**src/rtl/display_request_scheduler.sv**
```systemverilog
// Arbitrates image-code requests into the display top, tracks the frame handshake and holds each image on screen.
// Optional build macro SCHED_RR_EN selects round-robin arbitration; otherwise lowest index wins.
//   state        | meaning
//   S_IDLE       | waiting for any request
//   S_ARB        | grant one requester, drive its code
//   S_WAIT_START | code changed, waiting for frame_done to drop
//   S_WAIT_DONE  | frame in progress, waiting for frame_done to rise
//   S_HOLD       | minimum on-screen time, requests ignored
module display_request_scheduler #(
    parameter int NUM_REQ         = 4,
    parameter int CODE_W          = 4,
    parameter int IDLE_CODE       = 0,
    parameter int MIN_HOLD_CYCLES = 2000000,
    parameter int START_TIMEOUT   = 4096
) (
    input  logic                          clk_out,
    input  logic                          rst,
    input  logic [NUM_REQ-1:0]            req_valid,
    input  logic [NUM_REQ*CODE_W-1:0]     req_code,
    input  logic                          frame_done,
    output logic [CODE_W-1:0]             visua,
    output logic [NUM_REQ-1:0]            req_ack,
    output logic [$clog2(NUM_REQ)-1:0]    grant_id,
    output logic                          busy,
    output logic                          err
);

    localparam int ID_W    = $clog2(NUM_REQ);
    localparam int CNT_MAX = (MIN_HOLD_CYCLES > START_TIMEOUT) ? MIN_HOLD_CYCLES : START_TIMEOUT;
    localparam int CNT_W   = (CNT_MAX > 2) ? $clog2(CNT_MAX) : 1;
    localparam logic [CNT_W-1:0] HOLD_LOAD = CNT_W'(MIN_HOLD_CYCLES - 1);
    localparam logic [CNT_W-1:0] TMO_LOAD  = CNT_W'(START_TIMEOUT - 1);

    typedef enum logic [2:0] {
        S_IDLE,
        S_ARB,
        S_WAIT_START,
        S_WAIT_DONE,
        S_HOLD
    } state_t;

    state_t              r_state;
    state_t              w_state_nxt;
    logic [CODE_W-1:0]   r_visua;
    logic [NUM_REQ-1:0]  r_req_ack;
    logic [ID_W-1:0]     r_grant_id;
    logic                r_err;
    logic [CNT_W-1:0]    r_cnt;

    logic                w_win_found;
    logic [ID_W-1:0]     w_win_id;
    logic [CODE_W-1:0]   w_win_code;
    logic                w_same_code;

`ifdef SCHED_RR_EN
    localparam logic [ID_W-1:0] LAST_ID = ID_W'(NUM_REQ - 1);

    logic [ID_W-1:0] r_rr_ptr;
    int              w_idx;

    // Walk offsets from farthest to nearest so the requester closest to the pointer wins.
    always_comb begin
        w_win_found = 1'b0;
        w_win_id    = '0;
        w_win_code  = '0;
        w_idx       = 0;
        for (int i = NUM_REQ - 1; i >= 0; i--) begin
            w_idx = int'(r_rr_ptr) + i;
            if (w_idx >= NUM_REQ) begin
                w_idx = w_idx - NUM_REQ;
            end
            if (req_valid[w_idx]) begin
                w_win_found = 1'b1;
                w_win_id    = ID_W'(w_idx);
                w_win_code  = req_code[w_idx*CODE_W +: CODE_W];
            end
        end
    end

    always_ff @(posedge clk_out) begin
        if (!rst) begin
            r_rr_ptr <= '0;
        end else if (r_state == S_ARB && w_win_found) begin
            r_rr_ptr <= (w_win_id == LAST_ID) ? '0 : w_win_id + ID_W'(1);
        end
    end
`else
    always_comb begin
        w_win_found = 1'b0;
        w_win_id    = '0;
        w_win_code  = '0;
        for (int i = NUM_REQ - 1; i >= 0; i--) begin
            if (req_valid[i]) begin
                w_win_found = 1'b1;
                w_win_id    = ID_W'(i);
                w_win_code  = req_code[i*CODE_W +: CODE_W];
            end
        end
    end
`endif

    assign w_same_code = (w_win_code == r_visua);

    always_ff @(posedge clk_out) begin
        if (!rst) begin
            r_state <= S_IDLE;
        end else begin
            r_state <= w_state_nxt;
        end
    end

    always_comb begin
        w_state_nxt = r_state;
        case (r_state)
            S_IDLE: begin
                if (|req_valid) w_state_nxt = S_ARB;
            end
            S_ARB: begin
                if (!w_win_found)    w_state_nxt = S_IDLE;
                else if (w_same_code) w_state_nxt = S_HOLD;
                else                 w_state_nxt = S_WAIT_START;
            end
            S_WAIT_START: begin
                if (!frame_done)        w_state_nxt = S_WAIT_DONE;
                else if (r_cnt == '0)   w_state_nxt = S_HOLD;
            end
            S_WAIT_DONE: begin
                if (frame_done) w_state_nxt = S_HOLD;
            end
            S_HOLD: begin
                if (r_cnt == '0) w_state_nxt = S_IDLE;
            end
            default: w_state_nxt = S_IDLE;
        endcase
    end

    // One shared down-counter: start timeout in WAIT_START, on-screen time in HOLD.
    always_ff @(posedge clk_out) begin
        if (!rst) begin
            r_visua    <= CODE_W'(IDLE_CODE);
            r_req_ack  <= '0;
            r_grant_id <= '0;
            r_err      <= 1'b0;
            r_cnt      <= '0;
        end else begin
            r_req_ack <= '0;
            case (r_state)
                S_ARB: begin
                    if (w_win_found) begin
                        r_visua    <= w_win_code;
                        r_req_ack  <= NUM_REQ'(1) << w_win_id;
                        r_grant_id <= w_win_id;
                        r_cnt      <= w_same_code ? HOLD_LOAD : TMO_LOAD;
                    end
                end
                S_WAIT_START: begin
                    if (frame_done) begin
                        if (r_cnt == '0) begin
                            r_err <= 1'b1;
                            r_cnt <= HOLD_LOAD;
                        end else begin
                            r_cnt <= r_cnt - CNT_W'(1);
                        end
                    end
                end
                S_WAIT_DONE: begin
                    if (frame_done) r_cnt <= HOLD_LOAD;
                end
                S_HOLD: begin
                    if (r_cnt != '0) r_cnt <= r_cnt - CNT_W'(1);
                end
                default: ;
            endcase
        end
    end

    assign visua    = r_visua;
    assign req_ack  = r_req_ack;
    assign grant_id = r_grant_id;
    assign busy     = (r_state != S_IDLE);
    assign err      = r_err;

endmodule

```
**config.mk**
```make
export PLATFORM = sky130hd
export DESIGN_NAME = display_request_scheduler
export DESIGN_NICKNAME = d
export VERILOG_FILES = /design/src/rtl/display_request_scheduler.sv
export SDC_FILE = /design/constraint.sdc
export NUM_CORES = 1
export LEC_CHECK = 0
export CAP_MARGIN = 30
export CORE_MARGIN = 3
export CORE_UTILIZATION = 29
export DETAILED_ROUTE_END_ITERATION = 12
export HOLD_SLACK_MARGIN = 0.06
export PLACE_DENSITY_LB_ADDON = 0.25
export SLEW_MARGIN = 20
export SYNTH_ARGS = -nofsm -noshare
export SYNTH_HDL_FRONTEND = slang
export SYNTH_SLANG_ARGS = --single-unit
export TNS_END_PERCENT = 20
```
**constraint.sdc**
```tcl
create_clock -name clk_out -period 3.3 [get_ports clk_out]
set_input_delay 0.66 -clock clk_out [delete_from_list [all_inputs] [get_ports clk_out]]
set_output_delay 0.66 -clock clk_out [all_outputs]
set_load 0.01 [all_outputs]
```
==> impl_metrics.json <==
{
  "cts_hold_buf": 0,
  "ys_types": 58,
  "ir_drop_v": 0.000181,
  "fillCellCount": 725,
  "slowest_delay_ns": 0.49,
  "die-area_mm2": 0.00839,
  "dieWidth_um": 91.6,
  "path_cells": "clkdlybuf4s50_1, or2_1, a221o_1, and3_1, nor4_2, a31oi_2, o31a_1",
  "crit_path_start_kind": "input port",
  "path_class": "input port to register",
  "globalplace.congestion": 0.845,
  "vias_per_cell": 5.29,
  "cp.required_ns": 3.49,
  "synthTopCellsByArea": "dfxtp_1, a21oi_1, nand2_1, nor2_1, nor4_2",
  "synth_edf_count": 0,
  "setup_tns_ns": 0,
  "overflow": 0,
  "port_buffers": 34,
  "hold_end": "err",
  "antenna_found_initial": 0,
  "fmax_mhz": 366,
  "cp-end-kind": "register",
  "path_max_fanout": 10,
  "grt_usage_pct": 14.6,
  "core_mm2": 0.00694,
  "rr_worst_depth": 8,
  "yosysSeqAreaShare_pct": 33.0,
  "initialDrtViolationCount": 116,
  "syn_area_per_cell_um2": 7.99,
  "netlist_area_mm2": 0.00213,
  "synth_cells": 266,
  "die_y_um": 91.6,
  "ys_ff_latch": 35,
  "vias": 2095,
  "tritoncts": "done",
  "period_minus_slack_ns": 2.73,
  "grt_pass1_wl_mm": 10.0,
  "cpLargestDelayFamily": "compound AO/OA/AOI/OAI gates",
  "cts_resized": 0,
  "cap_viol_max_count": 0,
  "skew_ns": 0.0222,
  "post-dp-hpwl_mm": 4.35,
  "powerDensity_mw_per_mm2": 637,
  "drv_slew": 0,
  "cts_root_buffer": "clkbuf_8",
  "synth_top_area_share_pct": 33.0,
  "yosys_warnings": 0,
  "p_leak_nw": 0.881,
  "tightest_slew_ns": 0.867,
  "instances_no_fill": 396,
  "r2r_end": "r_cnt[11]",
  "drive_gt1_share_pct": 10.0,
  "post_cts_buffers": 0,
  "nNetsFinal": 324,
  "ioPinCount": 35,
  "slowest_stage": "clkdlybuf4s50_1",
  "rr_startpoint": "r_cnt[0]",
  "antenna_left": 0,
  "fin_util_pct": 38.2,
  "ys.flop_type": "dfxtp_1",
  "rsz0062_at_grt": "false",
  "worstHoldStart": "err",
  "dr.pass1.iters": 4,
  "synth_fp_nets": 291,
  "post-place-cells": 388,
  "finalCritPeriodShare_pct": 82.8,
  "status": "finished clean",
  "drc": 0,
  "clk_latency_ns": 0.30,
  "whs_path_depth": 2,
  "drt-wirelength-per-cell_um": 15.1,
  "grt_start_max_net_pins": 25,
  "r2r_slack_ns": 0.86,
  "fp-row-count": 30,
  "clkSinkCount": 35,
  "cts.clk_slew.worst_paths_ns": 0.08,
  "hold_class": "register to register",
  "clockBufferDepth": 2,
  "critPathArrivalTime_ns": 2.92,
  "grt_pass1_vias": 1987,
  "h-tree-depth": 2,
  "syn2layout_area_growth_pct": 24.8,
  "wl_mm": 5.98,
  "async_flop_share_pct": 0,
  "setup_violations": 0,
  "antenna_cells": 0,
  "critPathBufInv": 1,
  "hold_violations": 0,
  "slew_headroom_pct": 42.1,
  "numCtsBuffers": 5,
  "yosysTopAreaCell": "dfxtp_1",
  "start_util_pct": 30.6
}
worst max-delay path by stage:
stage | start | to | slack [ns] | cells after the start
2_1_floorplan | req_valid[2] | r_cnt[11] | 0.89 | 9
3_5_place_dp | req_valid[1] | r_cnt[8] | 0.26 | 7
4_1_cts | req_valid[1] | r_cnt[8] | 0.58 | 7
5_1_grt | req_valid[1] | r_cnt[18] | 0.37 | 7
3_3_place_gp | req_valid[1] | r_cnt[8] | 0.29 | 7
6_report | req_valid[1] | r_cnt[8] | 0.57 | 7
registers in the layout, indices dropped and copies added, names as in the netlist:
register / count
r_cnt: 21
req_ack: 4
visua: 4
r_state: 3
grant_id: 2
err: 1
stage by stage:
step | power [mW] | cell area (um^2) | hold WS (ns) | worst slack, ns
after floorplan | 1.09 | 2130 | 0.458 | 0.890
after CTS | 1.70 | 2650 | 0.485 | 0.585
after global routing | 1.81 | 2650 | 0.510 | 0.374
after global placement | 1.29 | 2540 | 0.448 | 0.285
final | 1.69 | 2650 | 0.480 | 0.566
after detailed placement | 1.29 | 2540 | 0.464 | 0.262
cells in the mapped netlist (all sizes together) (2+ instances only):
| cell type | n |
|---|---|
| clkbuf | 5 |
| nor3b | 3 |
| nor4 | 12 |
| o21ai | 11 |
| o22a | 2 |
| or3b | 2 |
| a311oi | 4 |
| xnor2 | 2 |
| a221o | 2 |
| a21boi | 4 |
| nand4 | 2 |
| or4 | 6 |
| nor2 | 28 |
| inv | 8 |
| nand2 | 30 |
| o41ai | 2 |
| a211oi | 3 |
| a21oi | 24 |
| a31oi | 8 |
| dfxtp | 35 |
| a221oi | 2 |
| nor3 | 10 |
| nand3b | 2 |
| o211ai | 2 |
| nor2b | 3 |
| buf | 7 |
| or2 | 2 |
| ha | 2 |
| o21a | 7 |
| nand2b | 5 |
| nand3 | 10 |
| o31a | 5 |
| and3 | 3 |
area by class of cell:
| type | count | area [um^2] | share of cell area [%] |
|---|---|---|---|
| inverter | 8 | 30.0 | 1.13 |
| clock inverter | 3 | 43.8 | 1.65 |
| timing repair buffer | 38 | 370 | 14.0 |
| multi-input combinational | 211 | 1320 | 49.7 |
| clock buffer | 5 | 68.8 | 2.59 |
| sequential | 35 | 701 | 26.4 |
| tap | 96 | 120 | 4.53 |
power by group:
group / switching, mW / internal, mW
Combinational: 0.408 / 0.283
Clock: 0.178 / 0.225
Sequential: 0.0977 / 0.497
worst register-to-register path: cells and delay by family (launching register included):
family / cells / cell delay (ns)
adder cells (fa/ha/maj): 1 / 0.14
flip-flops: 1 / 0.36
AO/OA/AOI/OAI: 3 / 0.86
buffers and inverters: 1 / 0.09
AND/OR/NAND/NOR: 3 / 0.93
layout by cell type (no fill, tap or decap), types with 3 or more instances in the layout:
master	instances
nor2_1	27
a31oi_1	7
nor3_1	9
nand3_1	10
a21boi_0	4
buf_4	4
or4_1	5
and3_1	3
a211oi_1	3
clkbuf_8	5
clkdlybuf4s50_1	34
dfxtp_1	35
nor4_1	7
a21oi_1	22
nor4_2	5
nand2b_1	5
nand2_1	29
inv_1	8
o31a_1	5
nor2b_1	3
o21a_1	7
o21ai_0	9
a311oi_1	4
kinds of logic after synthesis:
group,count (synthesis),share of synthesized area [%]
simple gates,122,31.7
fa+ha+maj,2,1.18
compound gates,85,28.3
flops,35,33.0
xor+xnor,2,0.824
buf+inv,20,5.00
routing by layer:
| metal | up-vias | share of wire, % | global-route usage [%] |
|---|---|---|---|
| met5 | - | 0 | 0 |
| met4 | 0 | 1.1 | 5.28 |
| met3 | 4 | 3.6 | 2.30 |
| met2 | 49 | 48 | 24.2 |
| met1 | 975 | 47 | 19.1 |
| li1 | 1067 | - | - |
No activity file was read; power rests on OpenSTA's default activity.
